==> src/rtl/l_stf_streamer.sv <==
// L-STF burst sequencer: walks the 16-entry STF ROM NUM_REP times and
// streams the samples over valid/ready, halving the very first sample.
module l_stf_streamer #(
    parameter int NUM_REP   = 10,
    parameter bit WINDOW_EN = 1'b1
) (
    input  logic        clk,
    input  logic        phy_tx_arest,
    input  logic        start,
    output logic        busy,
    output logic        done,
    output logic [3:0]  rom_addr,
    input  logic [31:0] rom_dout,
    output logic [31:0] result_iq,
    output logic        result_iq_valid,
    input  logic        result_iq_ready,
    output logic [7:0]  sample_idx
);

    localparam logic [7:0] LAST = 8'(16 * NUM_REP - 1);

    typedef enum logic [1:0] {
        IDLE,
        STREAM,
        DRAIN
    } state_t;

    state_t      state_q;
    logic [7:0]  fcnt_q;
    logic        busy_q;
    logic        done_q;
    logic [31:0] iq_q;
    logic        valid_q;
    logic [7:0]  idx_q;

    logic        start_ok;
    logic        hs;
    logic        load;
    logic [31:0] iq_d;

    always_comb begin
        start_ok = start && (state_q == IDLE) && !done_q;
        hs       = valid_q && result_iq_ready;
        // Sample 0 is loaded on the accepting edge so it is valid one cycle after start.
        load     = start_ok ||
                   ((state_q == STREAM) && (!valid_q || result_iq_ready));
        iq_d     = rom_dout;
        if (WINDOW_EN && (fcnt_q == 8'd0)) begin
            iq_d = {rom_dout[31], rom_dout[31:17], rom_dout[15], rom_dout[15:1]};
        end
    end

    always_ff @(posedge clk or posedge phy_tx_arest) begin
        if (phy_tx_arest) begin
            state_q <= IDLE;
            fcnt_q  <= 8'd0;
            busy_q  <= 1'b0;
            done_q  <= 1'b0;
            iq_q    <= 32'd0;
            valid_q <= 1'b0;
            idx_q   <= 8'd0;
        end else begin
            done_q <= 1'b0;
            if (load) begin
                iq_q    <= iq_d;
                idx_q   <= fcnt_q;
                valid_q <= 1'b1;
                fcnt_q  <= fcnt_q + 8'd1;
            end else if (hs) begin
                valid_q <= 1'b0;
            end
            unique case (state_q)
                IDLE: begin
                    if (start_ok) begin
                        state_q <= STREAM;
                        busy_q  <= 1'b1;
                    end
                end
                STREAM: begin
                    if (load && (fcnt_q == LAST)) begin
                        state_q <= DRAIN;
                    end
                end
                DRAIN: begin
                    if (hs) begin
                        state_q <= IDLE;
                        busy_q  <= 1'b0;
                        done_q  <= 1'b1;
                        fcnt_q  <= 8'd0;
                    end
                end
                default: state_q <= IDLE;
            endcase
        end
    end

    assign busy            = busy_q;
    assign done            = done_q;
    assign rom_addr        = fcnt_q[3:0];
    assign result_iq       = iq_q;
    assign result_iq_valid = valid_q;
    assign sample_idx      = idx_q;

endmodule
==> config.mk <==
export PLATFORM = sky130hd
export DESIGN_NAME = l_stf_streamer
export DESIGN_NICKNAME = d
export VERILOG_FILES = /design/src/rtl/l_stf_streamer.sv
export SDC_FILE = /design/constraint.sdc
export NUM_CORES = 1
export LEC_CHECK = 0
export CORE_MARGIN = 2
export CORE_UTILIZATION = 35
export DETAILED_ROUTE_END_ITERATION = 10
export GPL_ROUTABILITY_DRIVEN = 0
export PLACE_DENSITY = 0.77
export SYNTH_ARGS = -nofsm -noshare
export SYNTH_HDL_FRONTEND = slang
export SYNTH_SLANG_ARGS = --single-unit
==> constraint.sdc <==
create_clock -name clk -period 1.6 [get_ports clk]
set_input_delay 0.24 -clock clk [delete_from_list [all_inputs] [get_ports clk]]
set_output_delay 0.24 -clock clk [all_outputs]
set_load 0.05 [all_outputs]
==> flow_metrics.env <==
export IMPL_path_clk_slew_ns=0.11
export IMPL_numCtsBuffers=5
export IMPL_setup_tns_ns=0
export IMPL_clkSinkCount=53
export IMPL_drive_gt1_share_pct=25.3
export IMPL_ys_seq_area_share_pct=54.6
export IMPL_drv_slew=0
export IMPL_io_pins=83
export IMPL_crit_path_end_kind="flip-flop"
export IMPL_critPathKind="reg2reg"
export IMPL_p_leak_nw=1.79
export IMPL_grtUsageTotal_pct=14.8
export IMPL_nFillCells=631
export IMPL_area_growth_pct=43.0
export IMPL_fin_crit_sh_pct=99.9
export IMPL_final_area_um2=3470
export IMPL_final_common_cell="nand2_1"
export IMPL_drc_errors=0
export IMPL_timing_final_crit_period_ns=1.60
export IMPL_tightest_slew_ns=0.339
export IMPL_power_mw=5.05
export IMPL_wl_per_cell_um=13.3
export IMPL_grt_max_degree=39
export IMPL_hold_violations=0
export IMPL_critical_path_top_delay_family="simple AND/OR/NAND/NOR gates"
export IMPL_die_height_um=87.3
export IMPL_ys_ff_latch=53
export IMPL_combPwrFrac_pct=48.0
export IMPL_clockBufferDepth=2
export IMPL_ctsHoldBuffers=0
export IMPL_cts_root_buffer="clkbuf_8"
export IMPL_r2r_start="done"
export IMPL_avgSynthCellArea_um2=9.95
export IMPL_dieArea_um2=7620
export IMPL_rsz0062_at_grt="yes"
export IMPL_layout_area_seq_um2=1330
export IMPL_critPathSlowestCell="or4_4"
export IMPL_port_buffers=82
export IMPL_holdWs_ns=0.158
export IMPL_critPathLaunchType="flip-flop"
export IMPL_finClkSkew_ns=0.00798
export IMPL_gr_total_overflow=0
export IMPL_syn_inst=244
export IMPL_sw_frac_of_total_pct=43.9
export IMPL_ys_types=26
export IMPL_grt_pass1_vias=1918
export IMPL_fmax_ghz=0.626
export IMPL_internal_power_mw=2.83
export IMPL_path_cells="nor4b_4, a31oi_4, or4_4, a21oi_2"
export IMPL_p_seq_share_pct=36.1
export IMPL_cpPeakStageDelay_ns=0.50
export IMPL_multi_input_area_um2=1000
export IMPL_setup_viol=0
export IMPL_cp_arrival_ns=1.84
export IMPL_dr_pass1_iters=4
export IMPL_finalNetCount=373
export IMPL_insertedDiodeCount=0
export IMPL_worstHoldPathType="in2async"
export IMPL_post_drt_via_cell_ratio=4.75
export IMPL_reg2reg_to="fcnt_q[7]"
export IMPL_insertion_delay_ns=0.31
export IMPL_path_buf_inv=0
export IMPL_ir_worst_vdd_mv=0.688
export IMPL_postRouteAntennaNets=0
export IMPL_grt_pass1_wl_um=8950
export IMPL_status="finished, final reports clean"
export IMPL_critical_path_max_fanout=8
export IMPL_clkPwrFrac_pct=15.9
export IMPL_hpwl_um=4160
export IMPL_power_switching_mw=2.22
export IMPL_final_cell_mix="nand2_1, buf_4, dfrtp_1, clkdlybuf4s50_1, mux2i_1"
export IMPL_routed_via_count=1975
export IMPL_drt_total_wl_um=5540
export IMPL_rrSetupSlack_ns=0.002
export IMPL_cts_tree="built"
export IMPL_relSlewSlack_pct=77.4
export IMPL_synth_area_um2=2430
export IMPL_htreeDepth=2
export IMPL_initial_utilization_pct=35.9
export IMPL_stdcell_count=416
export IMPL_yosysWarnings=0
export IMPL_maxCapViolCount=0
export IMPL_reg2reg_depth=4
export IMPL_rows=30
export IMPL_cellPowerDensity_nw_per_um2=1450
export IMPL_antenna_found_initial=0
export IMPL_dr_first_iter_drc_count=97
export IMPL_die_x_um=87.3
export IMPL_core_um2=6760
export IMPL_crit_required_ns=1.85
export IMPL_synth_nets=282
export IMPL_dp_cells=405
export IMPL_placed_cell_area_um2=3340
==> cell usage after synthesis <==
| cell | instances | area, µm² |
|---|---|---|
| a21o_1 | 1 | 7.51 |
| a21oi_1 | 4 | 20.0 |
| a31o_2 | 2 | 17.5 |
| a31oi_2 | 1 | 12.5 |
| and3_1 | 1 | 6.26 |
| buf_2 | 5 | 25.0 |
| buf_4 | 4 | 30.0 |
| buf_6 | 1 | 11.3 |
| clkbuf_1 | 8 | 30.0 |
| dfrtp_1 | 53 | 1330 |
| ha_1 | 2 | 25.0 |
| inv_1 | 7 | 26.3 |
| mux2i_1 | 33 | 330 |
| nand2_1 | 66 | 248 |
| nand2b_1 | 1 | 6.26 |
| nand3_1 | 5 | 25.0 |
| nand4_1 | 2 | 12.5 |
| nor2_1 | 5 | 18.8 |
| nor3_1 | 2 | 10.0 |
| nor4b_4 | 1 | 23.8 |
| o211ai_1 | 1 | 7.51 |
| o21ai_0 | 33 | 165 |
| o31ai_1 | 2 | 15.0 |
| or3_1 | 2 | 12.5 |
| or4_1 | 1 | 7.51 |
| xnor2_1 | 1 | 8.76 |
==> worst max path at each step <==
| stage | endpoint | slack [ns] | cells after the start | from |
|---|---|---|---|---|
| global placement | result_iq[7] | -0.20 | 5 | result_iq_ready |
| floorplan | fcnt_q[7] | -0.03 | 4 | done |
| finish | fcnt_q[7] | 0.002 | 4 | done |
| CTS | fcnt_q[7] | -0.007 | 4 | state_q[1] |
| global route | fcnt_q[7] | -0.09 | 4 | done |
| detailed placement | fcnt_q[7] | -0.30 | 5 | start |
==> power by group through the flow <==
stage / clock network [mW] / registers, mW / logic, mW
detailed placement: 0 / 1.85 / 2.43
global placement: 0 / 1.84 / 2.39
floorplan: 0 / 2.61 / 0.770
finish: 0.805 / 1.82 / 2.43
CTS: 0.832 / 1.83 / 2.44
global route: 0.886 / 1.87 / 2.57
==> per-stage QoR <==
step	util (%)	setup WS, ns
final	51.4	0.00226
after global routing	51.4	-0.0910
after CTS	51.0	-0.00719
after detailed placement	49.4	-0.296
after global placement	49.4	-0.200
after floorplan	-	-0.0336
==> registers in the layout (all words and copies together), names as in the netlist <==
signal and count:
result_iq 32, fcnt_q 8, sample_idx 8, state_q 2, busy 1, done 1
result_iq_valid 1
==> layout make-up <==
cell class                      count  area share (%)
Clock inverter                      3           0.720
Sequential cell                    53            38.3
Clock buffer                        5            1.98
Tap cell                           80            2.88
Timing Repair Buffer              102            26.5
Multi-Input combinational cell    166            28.8
Inverter                            7           0.865
==> timing repair <==
action,CTS,global route
setup endpoints to repair,1,16
resized for setup,1,4
buffers inserted,1,2
pin swaps,1,1
==> cell families after synthesis <==
family                   count (synthesis)  share of synthesized area (%)
AO/OA/AOI/OAI                           44                           10.1
XOR/XNOR                                 1                          0.361
adder cells (fa/ha/maj)                  2                           1.03
buffers and inverters                   25                           5.05
flip-flops                              53                           54.6
multiplexers                            33                           13.6
AND/OR/NAND/NOR                         86                           15.3
==> routing by layer <==
layer | vias up | GRT usage [%] | wire, µm
li1 | 998 | - | -
met1 | 919 | 20.1 | 2560
met2 | 56 | 23.4 | 2650
met3 | 2 | 4.45 | 311
met4 | 0 | 3.36 | 23
met5 | - | 0 | 0
No activity file was read; power rests on OpenSTA's default activity.
